==> config.mk <==
export PLATFORM = sky130hd
export DESIGN_NAME = mem_dump_reader
export DESIGN_NICKNAME = d
export VERILOG_FILES = /design/src/rtl/mips_dbg_pkg.sv /design/src/rtl/halt_detect.sv /design/src/rtl/mem_dump_reader.sv
export SDC_FILE = /design/constraint.sdc
export NUM_CORES = 1
export LEC_CHECK = 0
export ABC_AREA = 1
export CAP_MARGIN = 20
export CORE_MARGIN = 2
export CORE_UTILIZATION = 32
export CTS_BUF_LIST = sky130_fd_sc_hd__clkbuf_16
export DETAILED_ROUTE_END_ITERATION = 12
export DONT_BUFFER_PORTS = 1
export PLACE_DENSITY = 0.43
export SKIP_CTS_REPAIR_TIMING = 1
export SYNTH_ARGS = -nofsm -noshare
export SYNTH_HDL_FRONTEND = slang
export SYNTH_SLANG_ARGS = --single-unit
==> constraint.sdc <==
create_clock -name clk -period 1.41 [get_ports clk]
set_clock_uncertainty 0.2 [all_clocks]
set_input_delay 0.141 -clock clk [delete_from_list [all_inputs] [get_ports clk]]
set_output_delay 0.141 -clock clk [all_outputs]
set_load 0.03 [all_outputs]
==> src/rtl/mips_dbg_pkg.sv <==
// mips_dbg_pkg: shared FSM state type, halt defaults and datamem address helper
package mips_dbg_pkg;
  typedef enum logic [1:0] {RUN, FETCH, PRESENT, DONE} state_t;
  localparam int NOP_LIMIT_DEF = 9;
  localparam int WATCHDOG_DEF = 500;
  localparam int NUM_WORDS_DEF = 22;
  function automatic logic [31:0] word_addr(input logic [31:0] base, input logic [7:0] idx, input logic [1:0] b);
    return base + {22'd0, idx, 2'b00} + {30'd0, b};
  endfunction
endpackage

==> src/rtl/halt_detect.sv <==
// halt_detect: saturating NOP-run and watchdog counters that flag the CPU halt
module halt_detect #(
  parameter int NOP_LIMIT = 9,
  parameter int WATCHDOG = 500
) (
  input  logic        clk,
  input  logic        rst_n,
  input  logic        en,
  input  logic [31:0] inst,
  output logic        halt,
  output logic        wd
);
  localparam int NW = $clog2(NOP_LIMIT + 1);
  localparam int CW = $clog2(WATCHDOG);
  logic [NW-1:0] nop_cnt;
  logic [CW-1:0] cyc_cnt;
  logic zero, nop_hit, wd_hit;
  assign zero = inst == 32'd0;
  assign nop_hit = zero && nop_cnt >= NW'(NOP_LIMIT - 1);
  assign wd_hit = cyc_cnt == CW'(WATCHDOG - 1);
  assign halt = en && (nop_hit || wd_hit);
  assign wd = en && wd_hit && !nop_hit;
  always_ff @(posedge clk or negedge rst_n) begin
    if (!rst_n) begin
      nop_cnt <= '0;
      cyc_cnt <= '0;
    end else if (!en) begin
      nop_cnt <= '0;
      cyc_cnt <= '0;
    end else begin
      nop_cnt <= !zero ? '0 : nop_cnt == NW'(NOP_LIMIT) ? nop_cnt : nop_cnt + 1'b1;
      cyc_cnt <= wd_hit ? cyc_cnt : cyc_cnt + 1'b1;
    end
  end
endmodule

==> src/rtl/mem_dump_reader.sv <==
// mem_dump_reader: on CPU halt, freezes the CPU and streams big-endian datamem words out
module mem_dump_reader
  import mips_dbg_pkg::*;
#(
  parameter int NOP_LIMIT = NOP_LIMIT_DEF,
  parameter int WATCHDOG = WATCHDOG_DEF,
  parameter int NUM_WORDS = NUM_WORDS_DEF,
  parameter int BASE_ADDR = 0
) (
  input  logic        clk,
  input  logic        rst_n,
  input  logic [31:0] inst,
  output logic        cpu_hold,
  output logic        mem_sel,
  output logic [31:0] mem_addr,
  input  logic [7:0]  mem_byte,
  output logic        dump_valid,
  input  logic        dump_ready,
  output logic [31:0] dump_data,
  output logic [7:0]  dump_index,
  output logic        done,
  output logic        halted_wd,
  input  logic        rearm
);
  state_t state;
  logic [1:0] byte_cnt;
  logic [7:0] word_idx;
  logic [31:0] shreg;
  logic halt, wd;
  halt_detect #(.NOP_LIMIT(NOP_LIMIT), .WATCHDOG(WATCHDOG)) u_halt (
    .clk(clk),
    .rst_n(rst_n),
    .en(state == RUN),
    .inst(inst),
    .halt(halt),
    .wd(wd)
  );
  assign mem_addr = word_addr(32'(BASE_ADDR), word_idx, byte_cnt);
  assign mem_sel = cpu_hold;
  assign dump_data = shreg;
  assign dump_index = word_idx;
  always_ff @(posedge clk or negedge rst_n) begin
    if (!rst_n) begin
      state <= RUN;
      byte_cnt <= '0;
      word_idx <= '0;
      shreg <= '0;
      halted_wd <= 1'b0;
      cpu_hold <= 1'b0;
      dump_valid <= 1'b0;
      done <= 1'b0;
    end else begin
      case (state)
        RUN: if (halt) begin
          state <= FETCH;
          halted_wd <= wd;
          cpu_hold <= 1'b1;
        end
        FETCH: begin
          shreg <= {shreg[23:0], mem_byte};
          byte_cnt <= byte_cnt + 2'd1;
          if (byte_cnt == 2'd3) begin
            state <= PRESENT;
            dump_valid <= 1'b1;
          end
        end
        PRESENT: if (dump_ready) begin
          dump_valid <= 1'b0;
          if (word_idx == 8'(NUM_WORDS - 1)) begin
            state <= DONE;
            done <= 1'b1;
          end else begin
            word_idx <= word_idx + 8'd1;
            state <= FETCH;
          end
        end
        DONE: if (rearm) begin
          state <= RUN;
          done <= 1'b0;
          halted_wd <= 1'b0;
          cpu_hold <= 1'b0;
          word_idx <= '0;
          shreg <= '0;
        end
      endcase
    end
  end
endmodule

; ---- Word level (Yosys, flattened, before mapping)
; Cells that the tools add are included.
[word_totals]
register_bits = 61
inputBits = 44
output_inout_bits = 77
elab_cells = 77
[classes]
add_sub_neg = 5
n_lt_le_gt_ge = 1
n_eq_ne = 15
n_mux = 28
reduce_logical = 18
[ops]
columns = cell, n
row1 = $pmux W32 S2, 1
row2 = $logic_not A32 Y1, 1
row3 = $mux W32, 1
row4 = $mux W8, 3
row5 = $mux W9, 2
row6 = $pmux W8 S2, 1
row7 = $ne A2 B2 Y1 const B, 7
row8 = $mux W4, 3
row9 = $reduce_and A4 Y1, 3
row10 = $add A10 B2 Y11, 1
row11 = $mux W2, 5
row12 = $add A9 B1 Y9 const B, 1
row13 = $eq A9 B9 Y1 const B, 1
row14 = $add A8 B1 Y8 const B, 1
row15 = $eq A8 B5 Y1 const B, 1
row16 = $pmux W1 S2, 4
row17 = $pmux W2 S4, 1
row18 = $reduce_bool A2 Y1, 4
row19 = $mux W1, 7
row20 = $eq A2 B2 Y1 const B, 3
row21 = $reduce_and A3 Y1, 2
row22 = $add A4 B1 Y4 const B, 1
row23 = $eq A4 B4 Y1 const B, 1
row24 = $ge A4 B4 Y1 const B, 1
row25 = 8 further kinds, 11

; ---- Logic depth before layout (Yosys ltp)
; Gate-level depths: netlist (run 1).
[logic_depth]
word_depth = 6
depth_mapped = 10
ltp_nobuf = 10

; ---- Modules after synthesis
; Synthesis (run 1) repeated with hierarchy kept, for this count alone.
[hier_totals]
cells_unflattened = 384
hier_area_um2 = 3225.6
[by_module_without_submodules]
columns = module, n_inst, cells_per_inst, area_each_um2
row1 = mem_dump_reader, 1, 267, 2346.0
row2 = halt_detect, 1, 117, 879.6

; ---- Worst setup path before layout (run 1)
; No wires, ideal clock.
[synth_path]
kind = register to register
from = reg word_idx[0] (netlist: dump_index[0])
to = reg word_idx[0] (netlist: dump_index[0])
setup_time_ns = 0.137
arrival_ns = 1.359
required_ns = 1.073
slack_ns = -0.286
path_stages_with_launch = 8
path_buffers = 0
cell_sequence = dfrtp_1 -> ha_1 -> nand3b_1 -> nand3b_1 -> nand2_2 -> inv_2 -> nand2_1 -> o21ai_1
[synth_between]
elab_chain_cells = 4
elab_cells_between_ends = 7
[synth_rtl]
columns = item, line_no
row1 = from (decl), mem_dump_reader.sv:27  ; logic [7:0] word_idx;
row2 = from (signal assigned), mem_dump_reader.sv:73  ; word_idx <= word_idx + 8'd1;
row3 = $add A8 B1 Y8, mem_dump_reader.sv:73
row4 = $mux W8, mem_dump_reader.sv:69  ; if (word_idx == 8'(NUM_WORDS - 1)) begin
row5 = $mux W8, mem_dump_reader.sv:67  ; PRESENT: if (dump_ready) begin
row6 = $pmux W8 S2, mem_dump_reader.sv:53  ; case (state)
; Parallel ways exist; a longest one is shown, timed or not. The select of a mux whose other input is x is not followed.
; A chain may end at the register's enable or synchronous reset.

; ---- Final worst setup path (run 1)
[layout_path]
from = reg word_idx[1] (netlist: dump_index[1])
to = reg word_idx[3] (netlist: dump_index[3])
; The elaborated chain is that of the path after synthesis.

==> results of run 1 <==
-- final cells by class --
type	count	area [µm²]
timing repair buffer	101	942
clock buffer	9	225
tap	129	161
clock inverter	7	57.6
multi-input combinational	232	1390
sequential	61	1530
fill	914	4780
inverter	51	196
-- worst register-to-register path, cell delays in order (launching register included) --
cell      delay (ns)
dfrtp_2         0.42
inv_2           0.08
ha_4            0.11
nand3b_1        0.06
nand3b_1        0.22
nand2_4         0.16
inv_6           0.06
nand4_1         0.06
o21ai_1         0.06
-- synthesized netlist by cell type (2+ instances only) --
| library cell | number |
|---|---|
| a21oi_1 | 5 |
| buf_2 | 3 |
| buf_4 | 32 |
| buf_6 | 3 |
| clkbuf_1 | 2 |
| dfrtp_1 | 61 |
| ha_1 | 7 |
| inv_1 | 48 |
| inv_2 | 3 |
| nand2_1 | 47 |
| nand3_1 | 32 |
| nand3b_1 | 2 |
| nand4_1 | 4 |
| nor2_1 | 41 |
| nor3_1 | 8 |
| o21ai_0 | 20 |
| o21ai_1 | 11 |
| o22ai_1 | 17 |
| or2_2 | 2 |
| xor2_1 | 4 |
-- layout by cell type (no fill, tap or decap), drive strengths merged --
master | netlist | final
nand3b | 2 | 2
buf | 38 | 88
nand2 | 48 | 48
nand3 | 32 | 32
conb | 1 | 22
dfrtp | 61 | 61
a21oi | 5 | 5
xor2 | 4 | 4
xnor2 | 1 | 1
inv | 51 | 54
and3 | 1 | 1
clkinv | 0 | 1
clkbuf | 2 | 12
a22o | 1 | 1
o31ai | 1 | 1
o21ai | 31 | 31
mux2 | 1 | 1
or2 | 3 | 3
o21a | 1 | 1
nor3 | 8 | 8
o22ai | 17 | 17
nor2 | 42 | 42
a31oi | 1 | 1
nand4 | 4 | 4
dlygate4sd3 | 0 | 10
ha | 7 | 7
clkinvlp | 0 | 3
-- flip-flops by register name (all words and copies together) (netlist names) --
name	flops
dump_data	32
u_halt.cyc_cnt	9
dump_index	8
u_halt.nop_cnt	4
byte_cnt	2
state	2
cpu_hold	1
done	1
dump_valid	1
halted_wd	1
-- through the flow --
step | cell area (µm²) | worst slack, ns
floorplan | 3190 | -0.183
global placement | 3700 | -0.193
detailed placement | 3700 | -0.207
CTS | 3980 | -0.201
global route | 4510 | -0.210
finish | 4510 | -0.138
-- metal layers --
metal	share of wire, %	GRT usage (%)	vias up
li1	-	-	1314
met1	45	17.8	1247
met2	48	23.4	66
met3	5.6	6.09	10
met4	0.88	4.10	0
met5	0	0	-
-- power by group through the flow --
stage	clock network (µW)	logic (µW)	registers (µW)
floorplan	0	2080	3960
global placement	0	4550	3050
detailed placement	0	4580	3060
CTS	2130	4580	3040
global route	2220	5980	3160
finish	2070	5560	3060
-- final timing paths --
path	from	endpoint	slack (ns)	cells after the start
min in group clk	inst[0]	cpu_hold	0	7
max in group asynchronous	rst_n	dump_index[0]	1.60	0
max	dump_index[1]	dump_index[3]	-0.14	8
min reg2reg	cpu_hold	cpu_hold	0.31	2
max reg2reg	dump_index[1]	dump_index[3]	-0.14	8
min	rst_n	dump_data[29]	-0.69	0
-- kinds of logic after synthesis --
group / Yosys count / share of synthesized area (%)
compound gates: 57 / 10.3
buf+inv: 91 / 15.8
other cells: 1 / 0.122
mux: 1 / 0.365
flops: 61 / 49.5
xor+xnor: 5 / 1.42
fa+ha+maj: 7 / 2.84
simple gates: 140 / 19.7
==> qor.txt, run 1 <==
Clock Pin Slew Worst Setup and Hold Paths = 0.06 ns
Total CTS buffers = 9
DRT iter0 DRCs = 80
Max Freq = 646 MHz
Final hold vios = 61
Final worst-path cycle share = 110%
Initial core utilization = 33.2%
Final setup viols = 50
Top cells by area, synth = dfrtp_1 (49%), buf_4 (7.8%), inv_1 (5.8%)
Max Cap Viol = 0
Post-synth EDFFs = 0
Failing checks = negative hold slack, negative setup slack
Final worst-path setup slack = -0.138 ns
Ys Warns = 0
Nets@finish = 507
Most frequent CP cell = nand3b_1
Post-synth cell types = 31
Routability cong. = 0.760
Clock Power Share = 19.4%
Die height = 102 µm
Peak supply drop = 1140 µV
Worst Path Max Fanout = 8
Power share of the combinational group = 52.0%
Crit path max-delay family = simple AND/OR/NAND/NOR gates
Core Box Area = 0.00928 mm²
Seq pwr share = 28.6%
Largest stage delay, worst path = 0.42 ns
Vias in the first global route = 2470
Post-DP HPWL = 5.18 mm
Top_reg_cell synth = dfrtp_1
Hold Path Class = input port to asynchronous set/reset pin
Unrepaired setup endpoints after global routing = true
Total Power = 10700 µW
Fraction of registers with async set or reset after synthesis = 100%
Tmin final = 1.55 ns
Mapped Area = 0.00309 mm²
Data arrival, critical path = 1.56 ns
DIE WIDTH = 102 µm
Row cnt = 35
I/O pin total = 121
Kind of critical path = flip-flop to flip-flop
#FFs+latches synth = 61
Syn Area/Cell = 8.50 µm²
Crit path required time = 1.42 ns
Power Density = 2370 mW/mm²
Sw Ratio = 43.7%
Max clock buf depth = 2
Clk sink count = 61
Area Overhead vs Synth = 46.0%
Post-route insts no fill = 590
Share of cells above drive strength 1 = 36.9%
TritonCTS clock tree = done
Hold slack = -0.694 ns
Pre-antenna DRT Iters = 4
Vias per cell = 4.47
Tot GR Track Use = 14.5%
Via count = 2637
Post-synth top area cell = dfrtp_1
WL per Instance = 13.0 µm
Final core occ = 48.5%
DP Cell Count = 555
P_sw = 4670 µW
CP max-delay cell = dfrtp_2
Outcome = finished with violations
Die Area = 0.0104 mm²
Lkg Pwr = 0.00212 µW
Buf/Inv on CP = 2
Largest net degree at the start of global routing = 62
Antenna violations before repair = 0
First-pass GRT wire length = 11.6 mm
Crit start category = flip-flop
Crit path capture type = flip-flop
H-Tree Depth = 3
Post-Route WL = 7.66 mm
P_int = 6020 µW
Post-route ant nets = 0
Post-synthesis sequential area ratio = 49.5%
N_diodes = 0
Post-synth top area share = 49.5%
Global route overflow = 0
Root buf cell = clkbuf_16
Pins over their slew limit = 0
I/O Buffers = 0
DRC viols = 0
Worst-Skew Late Latency = 0.33 ns
Cells after synthesis = 363
Total Neg Setup Slack = -4.50 ns
Crit-path cells = inv_2 -> ha_4 -> nand3b_1 -> nand3b_1 -> nand2_4 -> inv_6 -> nand4_1 -> o21ai_1
(Power assumes the default switching activity.)
==> inputs of run 2 (changes only) <==
- CORE_UTILIZATION: 32 -> 40
- PLACE_DENSITY: 0.43 -> 0.52
==> run 2 against run 1 <==
Net effect:
- the run still ends with negative hold slack, negative setup slack left
- register-to-register slack got worse by 0.02 ns
- worst hold slack gained 0.0021 ns
- critical path depth is the same
- sequential share of layout area grew 0.72 points
- non-clock buffer count fell by 10
- core utilization up 9.5 points
- flip-flop and latch count did not move
- first-iteration DRC count is 120% higher
- final cell count shrank 6.3%
- sequential power is essentially flat
- clock power up 6%
- largest cell class unchanged
==> qor.txt, run 2 (synthesis gave the netlist of run 1 again) <==
Outcome = finished with violations
Failing checks = negative hold slack, negative setup slack
Max clock buf depth = 2 (unchanged)
Pre-antenna DRT Iters = 4 (unchanged)
DRC viols = 0 (unchanged)
Most frequent cells in the layout = buf_4 (66), dfrtp_1 (56), inv_1 (43)
Total CTS buffers = 9 (unchanged)
Antenna violations before repair = 0 (unchanged)
Root buf cell = clkbuf_16
H-Tree Depth = 3 (unchanged)
Post-route ant nets = 0 (unchanged)
P_int = 6060 µW (+0.68%)
Power share of the combinational group = 50.3% (-1.7 points)
P_sw = 4590 µW (-1.6%)
Area Overhead vs Synth = 43.1%
Total Power = 10700 µW (-0.32%)
Tot GR Track Use = 16.5% (+2.0 points)
Unrepaired setup endpoints after global routing = true
Global route overflow = 0 (unchanged)
WL per Instance = 13.2 µm (+1.7%)
DRT iter0 DRCs = 176 (+120%)
Core Box Area = 0.00761 mm² (-18%)
Clock Pin Slew Worst Setup and Hold Paths = 0.06 ns (about the same)
Post-DP HPWL = 4.88 mm (-5.8%)
Routability cong. = 0.839 (+10%)
Kind of critical path = flip-flop to flip-flop
Final setup viols = 47 (-6.0%)
Clock Power Share = 20.6% (+1.2 points)
Max reg flops = 32 (unchanged)
Final worst-path cycle share = 111% (+1.3 points)
Largest net degree at the start of global routing = 62 (unchanged)
Clk sink count = 61 (unchanged)
Vias per cell = 4.65 (+4.0%)
Vias in the first global route = 2362 (-4.4%)
Tmin final = 1.57 ns (+0.0185 ns)
Final worst-path setup slack = -0.156 ns (-0.0185 ns)
Die height = 91.8 µm (-10%)
Die Area = 0.00843 mm² (-19%)
Worst Path Max Fanout = 8 (unchanged)
Lkg Pwr = 0.00208 µW (-1.7%)
Commonest non-fill, non-tap cell in the layout = buf_4
I/O pin total = 121 (unchanged)
First-pass GRT wire length = 11.0 mm (-5.1%)
DIE WIDTH = 91.8 µm (-10%)
Crit path required time = 1.42 ns (about the same)
DP Worst Slack = -0.147 ns (+0.0597 ns)
Row cnt = 32 (-8.6%)
Nets@finish = 497 (-2.0%)
Via count = 2571 (-2.5%)
N_diodes = 0 (unchanged)
Final hold vios = 63 (+3.3%)
Crit start category = flip-flop
Share of cells above drive strength 1 = 36.4% (-0.51 points)
Post-Route WL = 7.30 mm (-4.7%)
Crit path capture type = flip-flop
Hold slack = -0.692 ns (+0.00206 ns)
Initial core utilization = 40.6% (+7.3 points)
Pins over their slew limit = 0 (unchanged)
Data arrival, critical path = 1.58 ns (+0.02 ns)
Hold Path Class = input port to asynchronous set/reset pin
Max Freq = 638 MHz (-1.2%)
Worst-Skew Late Latency = 0.33 ns (about the same)
Seq pwr share = 29.0% (+0.4 points)
Power Density = 2410 mW/mm² (+1.7%)
Peak supply drop = 1560 µV (+37%)
I/O Buffers = 0 (unchanged)
TritonCTS clock tree = done
Max Cap Viol = 0 (unchanged)
Sw Ratio = 43.1% (-0.56 points)
## run 2: worst max-delay path: stages (launching register included)
cell	delay [ns]
dfrtp_2	0.41
inv_2	0.08
ha_4	0.12
nand3b_1	0.06
nand3b_1	0.23
nand2_4	0.15
inv_6	0.06
nand4_1	0.07
o21ai_1	0.07
## run 2: layout make-up
type	instances	area, µm²
clock inverters	7	75.1
fillers	685	3190
well taps	102	128
clock buffers	9	225
repair buffers	91	867
flip-flops and latches	61	1530
multi-input cells	232	1390
inverters	51	196
## run 2: stage by stage
stage	utilization [%]	cell area, µm²	TNS (ns)	cells
finish	58.0	4420	-3.46	553
global route	58.0	4420	-6.82	553
CTS	51.3	3900	-4.44	534
detailed placement	47.3	3600	-3.30	518
global placement	47.3	3600	-2.75	518
floorplan	-	3190	-1.44	384
## run 2: final timing paths
check / start / endpoint / slack [ns] / depth (start not counted)
worst max-delay path: dump_index[1] / dump_index[5] / -0.16 / 8
worst max register to register: dump_index[1] / dump_index[5] / -0.16 / 8
worst min register to register: cpu_hold / cpu_hold / 0.32 / 2
worst min-delay path: rst_n / u_halt.cyc_cnt[3] / -0.69 / 0
max in group asynchronous: rst_n / dump_index[3] / 1.58 / 0
min in group clk: rearm / cpu_hold / -0.01 / 4
## run 2: power groups by stage
stage | combinational, µW | clock (µW) | sequential, µW
after floorplan | 2080 | 0 | 3960
after global placement | 4350 | 0 | 3070
after detailed placement | 4430 | 0 | 3080
after CTS | 4430 | 2240 | 3060
after global routing | 5780 | 2320 | 3180
final | 5360 | 2200 | 3090
## run 2: metal layers
layer	GRT usage (%)	up-vias	part of all wire, %
li1	-	1290	-
met1	21.1	1212	45
met2	25.7	59	48
met3	5.59	10	5.6
met4	6.47	0	1.3
met5	0	-	0
==> inputs of run 3 (changes only) <==
- PLACE_DENSITY: 0.52 -> 0.5
- clock period: 1.41 -> 1.7 ns (I/O delays scaled with it)
==> run 3 against run 2 <==
Net effect:
- the run ends with negative hold slack left
- total power fell by 33%
- register-to-register slack improved by 0.25 ns
- clock power fell by 25%
- first-iteration DRC count fell by 59%
- maximum frequency fell by 2.5%
- sequential share of layout area rose by 7.9 points
- wire length fell by 9.1%
- worst hold slack improved by 0.031 ns
- final cell count fell by 10%
- critical path type unchanged
==> qor.txt, run 3 (synthesis gave the netlist of run 1 again) <==
Commonest non-fill, non-tap cell in the layout = dfrtp_1
Sw Ratio = 47.0% (+3.9 points)
Clock Power Share = 23.1% (+2.5 points)
Fillers = 770 (+12%)
P_int = 3800 µW (-37%)
Max Cap Viol = 0 (unchanged)
Most frequent cells in the layout = dfrtp_1 (59), inv_1 (47), nand2_1 (47)
Final hold vios = 63 (unchanged)
Seq pwr share = 44.4% (+15 points)
I/O Buffers = 0 (unchanged)
Vias per cell = 4.78 (+2.7%)
Highest metal layer with signal wires = met4
Hold slack = -0.660 ns (+0.0312 ns)
Multi-input logic area = 0.00118 mm² (-15%)
Failing checks = negative hold slack
Crit path capture type = flip-flop
Pins over their slew limit = 0 (unchanged)
N_diodes = 0 (unchanged)
Max Freq = 622 MHz (-2.5%)
Worst-Skew Late Latency = 0.32 ns (about the same)
Routability cong. = 0.783 (-6.6%)
Power Density = 1990 mW/mm² (-17%)
Initial core utilization = 40.6% (unchanged)
Post-DP HPWL = 4.68 mm (-4.2%)
Total CTS buffers = 9 (unchanged)
WL per Instance = 13.4 µm (+1.6%)
Power share of the combinational group = 32.5% (-18 points)
Via count = 2364 (-8.1%)
Row cnt = 32 (unchanged)
Final worst-path cycle share = 94.5% (-17 points)
Nets@finish = 439 (-12%)
Tot GR Track Use = 16.2% (-0.21 points)
Slew HR = 61.9%
Kind of critical path = flip-flop to flip-flop
Root buf cell = clkbuf_16
Total Neg Setup Slack = 0 ns (+3.46 ns)
Total Power = 7160 µW (-33%)
Final setup viols = 0 (-100%)
Wire length on met2 = 3.32 mm (-6.2%)
I/O pin total = 121 (unchanged)
Worst Path Max Fanout = 5 (-3)
DRC viols = 0 (unchanged)
Lkg Pwr = 0.00170 µW (-18%)
H-Tree Depth = 3 (unchanged)
Final core occ = 47.2% (-11 points)
Die Area = 0.00843 mm² (unchanged)
Largest net degree at the start of global routing = 62 (unchanged)
CP max-delay cell = dfrtp_2
Worst reg2reg path depth = 6 (-2)
TritonCTS clock tree = done
Area Overhead vs Synth = 16.3%
Clock Pin Slew Worst Setup and Hold Paths = 0.05 ns (about the same)
Data arrival, critical path = 1.60 ns (+0.02 ns)
Metal3 WL = 489 µm (+19%)
Unrepaired setup endpoints after global routing = false
Pre-antenna DRT Iters = 4 (unchanged)
Final worst-path setup slack = 0.0934 ns (+0.250 ns)
Crit start category = flip-flop
Register area = 0.00153 mm² (-0.24%)
DP Worst Slack = 0.0662 ns (+0.213 ns)
Worst Tran Pin Value = 0.572 ns
First-pass GRT wire length = 10.7 mm (-2.8%)
M1 WL = 2.76 mm (-15%)
Crit path max-delay family = simple AND/OR/NAND/NOR gates
Tmin final = 1.61 ns (+0.0404 ns)
Crit path required time = 1.69 ns (+0.27 ns)
Clk sink count = 61 (unchanged)
WP depth = 6 (-2)
Worst reg2reg setup slack = 0.09 ns (+0.25 ns)
DIE WIDTH = 91.8 µm (unchanged)
Antenna violations before repair = 0 (unchanged)
Largest stage delay, worst path = 0.43 ns (+0.02 ns)
Core Box Area = 0.00761 mm² (unchanged)
Peak supply drop = 1050 µV (-33%)
Crit-path cells = ha_1 -> nand3_2 -> nor3_2 -> or2_2 -> nand3_1 -> o21ai_0
Max clock buf depth = 2 (unchanged)
Hold Path Class = input port to asynchronous set/reset pin
Die height = 91.8 µm (unchanged)
Outcome = finished with violations
Buf/Inv on CP = 0 (-2)
Global route overflow = 0 (unchanged)
Share of cells above drive strength 1 = 13.7% (-23 points)
Max reg flops = 32 (unchanged)
Post-route ant nets = 0 (unchanged)
DRT iter0 DRCs = 73 (-59%)
Post-Route WL = 6.64 mm (-9.1%)
Vias in the first global route = 2169 (-8.2%)
P_sw = 3360 µW (-27%)
## run 3: cell count changes in the layout (fill, tap and decap cells not counted), sizes merged
cell	previous run	this run
buf	77	23
bufinv	1	0
clkbuf	13	9
clkinv	2	4
clkinvlp	3	2
## run 3: area by class of cell
cell class	count	share of cell area, %
multi-input combinational	232	32.9
clock inverter	7	1.43
tap	102	3.56
timing repair buffer	33	7.95
clock buffer	9	6.27
sequential	61	42.6
inverter	51	5.33
## run 3: through the flow
step	hold slack, ns	cells	area [µm²]
2_1_floorplan	-0.326	384	3160
3_3_place_gp	-0.323	467	3170
3_5_place_dp	-0.323	467	3170
4_1_cts	-0.671	483	3440
5_1_grt	-0.680	495	3590
6_report	-0.660	495	3590
## run 3: worst paths after layout
kind,from,end
min in group clk,rearm,done
worst min-delay path,rst_n,u_halt.cyc_cnt[1]
max in group asynchronous,rst_n,dump_data[17]
worst max-delay path,dump_index[0],dump_index[6]
worst max register to register,dump_index[0],dump_index[6]
worst min register to register,u_halt.cyc_cnt[0],u_halt.cyc_cnt[0]
## run 3: power groups by stage
stage / Combinational [µW] / Clock [µW] / Sequential (µW)
2_1_floorplan: 1690 / 0 / 3270
3_3_place_gp: 2230 / 0 / 3200
3_5_place_dp: 2260 / 0 / 3200
4_1_cts: 2270 / 1710 / 3180
5_1_grt: 2610 / 1770 / 3250
6_report: 2320 / 1660 / 3180
## run 3: per-layer routing
layer,vias up,global-route usage (%)
li1,1174,-
met1,1118,19.8
met2,65,26.3
met3,7,6.49
met4,0,5.22
met5,-,0
==> variant, RTL diff (config.mk and constraints of run 2) <==
One comparison of `word_idx` changes from == to >=.
--- a/src/rtl/mem_dump_reader.sv
+++ b/src/rtl/mem_dump_reader.sv
@@ -66,7 +66,7 @@
         end
         PRESENT: if (dump_ready) begin
           dump_valid <= 1'b0;
-          if (word_idx == 8'(NUM_WORDS - 1)) begin
+          if (word_idx >= 8'(NUM_WORDS - 1)) begin
             state <= DONE;
             done <= 1'b1;
           end else begin
Formal check against the unedited RTL: same outputs for any inputs over 10 cycles, from zero or initial values and one cycle with rst_n low; that may be too few to reach the edited logic, so the function may still have changed.
==> variant against run 2 <==
The flow still finishes with violations (hold timing, setup timing). Die area grew 6.8%. Synthesized area increased by 7.1%. Setup slack lost 0.11 ns. Sequential cell count stayed put. Sequential share of layout area is 0.72 points lower. First-iteration DRC count decreased by 64%. Cell count down 1.6%. Count of clock-buffer cells in the layout unchanged. Routed wire length up 2.6%. Sequential power shrank 6.8%. Synthesized cell count shrank 2.2%. Total power down 1.8%. Fmax shrank 6.3%. Cell area grew 2.1%. Largest cell class is now multi-input gates.
==> variant: results (changes against run 2) <==
Synth
  – Post-Synthesis Cells: 355 (-2.2%)
  – Post-synthesis compound-gate area fraction: 0.141 (+0.0383)
  – Post-synthesis mux area share: 0.00341 (-0.000242)
  – Async SR Flop Fraction: 1.00 (unchanged)
  – Largest cells by area after synthesis: dfrtp_1, buf_4, o22ai_2
  – Adder-cell share of the synthesized area: 0.0303 (+0.00191)
  – Post-synth cell types: 36 (+16%)
  – Seq/Total Area, Yosys: 0.462 (-0.0328)
  – Number of synthesized flops with an enable pin: 0 (unchanged)
  – Top cells by count, synth: dfrtp_1, nand2_1, inv_1, buf_4, nor2_1
  – Post-Synth XOR/XNOR Area: 0.0106 (-0.00359)

Drt
  – Initial DRT Pass Iterations: 4 (unchanged)
  – Drc violations: 0 (unchanged)
  – Avg WL per Cell: 13.8 um (+4.3%)
  – WL final: 7490 um (+2.6%)
  – Initial drt markers: 63 (-64%)
  – Vias post-DR: 2,541 (-1.2%)

Clock network
  – CTS root buf: clkbuf_16
  – Htree depth: 3 (unchanged)
  – Clk_lat worst skew: roughly 0.32 ns
  – Worst-path clk slew: approximately 0.05 ns
  – Max clock buf depth: 2 (unchanged)

Layout
  – Largest register FFs: 32 (unchanged)
  – Nets: 486 (-2.2%)
  – Layout cells sized above 1: 0.415 (+0.0509)

Placed design
  – Placer Congestion: 0.746 (-11%)
  – Placed inst area: 0.00371 sq mm (+3.1%)
  – I/O Buffers: 0 (unchanged)
  – Hpwl dp: 4890 um (+0.11%)
  – Inst Count DP: 508 (-1.9%)
  – Setup WS pre-CTS: -0.325 ns (-0.178 ns)

Critical path
  – Critical path arrival: 1.68 ns (+0.10 ns)
  – Max incr delay on CP: 0.44 ns (+0.03 ns)
  – Critical-path top delay cell: dfrtp_2
  – Crit-path leading delay family: flip-flops
  – CP max FO: 4 (-4)

GRT
  – Gr usage total: 0.165 (+0.000198)
  – Global-route wire length before repair: 11,300 um (+3.0%)
  – Largest net degree at the start of global routing: 62 (unchanged)
  – Vias in the first global route: 2,436 (+3.1%)

Timing
  – Fin. Hold Viols: 61 (-3.2%)
  – Setup Viol. Count Final: 33 (-30%)
  – Post-route setup slack: -0.262 ns (-0.106 ns)
  – Fin Hold WS: -0.688 ns (+0.00399 ns)

Run status
  – Violated checks: hold timing, setup timing
  – Outcome: complete, but fails checks

Pwr
  – Leak: 2.09 nW (+0.40%)
  – Maximum VDD drop: 0.00115 V (-27%)

Worst hold path
  – Min-delay worst type: in -> async

Flow run
  – Max Cap Viol: 0 (unchanged)
variant: cell count changes after synthesis, sizes merged, moves of 2 or more:
cell	delta
nor2	-8
nand3	-5
o21ai	-4
nand4	-2
a21oi	+5
nand2	+6
xor2	-2
a31oi	+2
variant: cell type report:
cell class	count	area, sq um
multi-input cells	228	1580
fillers	745	3580
clock inverters	7	83.8
flip-flops and latches	61	1530
clock buffers	9	225
inverters	52	210
repair buffers	82	743
well taps	105	131
variant: metrics by stage:
step           hold slack (ns)  utilization  TNS, ns
6_report                -0.688        0.557    -4.36
5_1_grt                 -0.707        0.557    -8.16
4_1_cts                 -0.704        0.497    -6.81
3_5_place_dp            -0.353        0.458    -6.24
3_3_place_gp            -0.353        0.458    -4.79
2_1_floorplan           -0.355            -    -2.31
variant: worst register-to-register path, stage by stage (launching register included):
cell and delay (ns):
dfrtp_2 0.44, inv_2 0.07, ha_2 0.17, a21oi_2 0.05
o21ai_2 0.11, nand2_1 0.08, nand2_2 0.12, buf_4 0.13
nor2_1 0.03, o21a_1 0.16
variant: kinds of logic (layout without fill, tap and decap cells):
family / count (synthesis) / count (layout)
AND/OR/NAND/NOR: 130 / 134
flip-flops: 61 / 61
XOR/XNOR: 4 / 4
multiplexers: 1 / 1
AO/OA/AOI/OAI: 58 / 59
buffers and inverters: 92 / 150
other: 1 / 22
adder cells (fa/ha/maj): 8 / 8
variant: final timing paths:
check | startpoint | end | slack, ns | cells after the start
min | rst_n | u_halt.nop_cnt[2] | -0.69 | 0
max | dump_index[0] | done | -0.26 | 9
min reg2reg | u_halt.cyc_cnt[7] | u_halt.cyc_cnt[7] | 0.27 | 1
min in group clk | rearm | state[1] | 0.02 | 4
max reg2reg | dump_index[0] | done | -0.26 | 9
max in group asynchronous | rst_n | state[0] | 1.56 | 0
variant: per-layer routing:
| layer | global-route usage | part of all wire | wire length [um] |
|---|---|---|---|
| met2 | 0.268 | 0.49 | 3680 |
| met5 | 0 | 0 | 0 |
| met4 | 0.0519 | 0.0090 | 67 |
| met1 | 0.195 | 0.44 | 3280 |
| met3 | 0.0734 | 0.061 | 459 |
variant: power by group:
part	total (mW)	switching [mW]	leakage (nW)	internal, mW
logic	5.30	3.16	1.14	2.14
clock network	2.28	0.759	0.155	1.52
registers	2.88	0.562	0.792	2.32
total	10.5	4.48	2.09	5.98
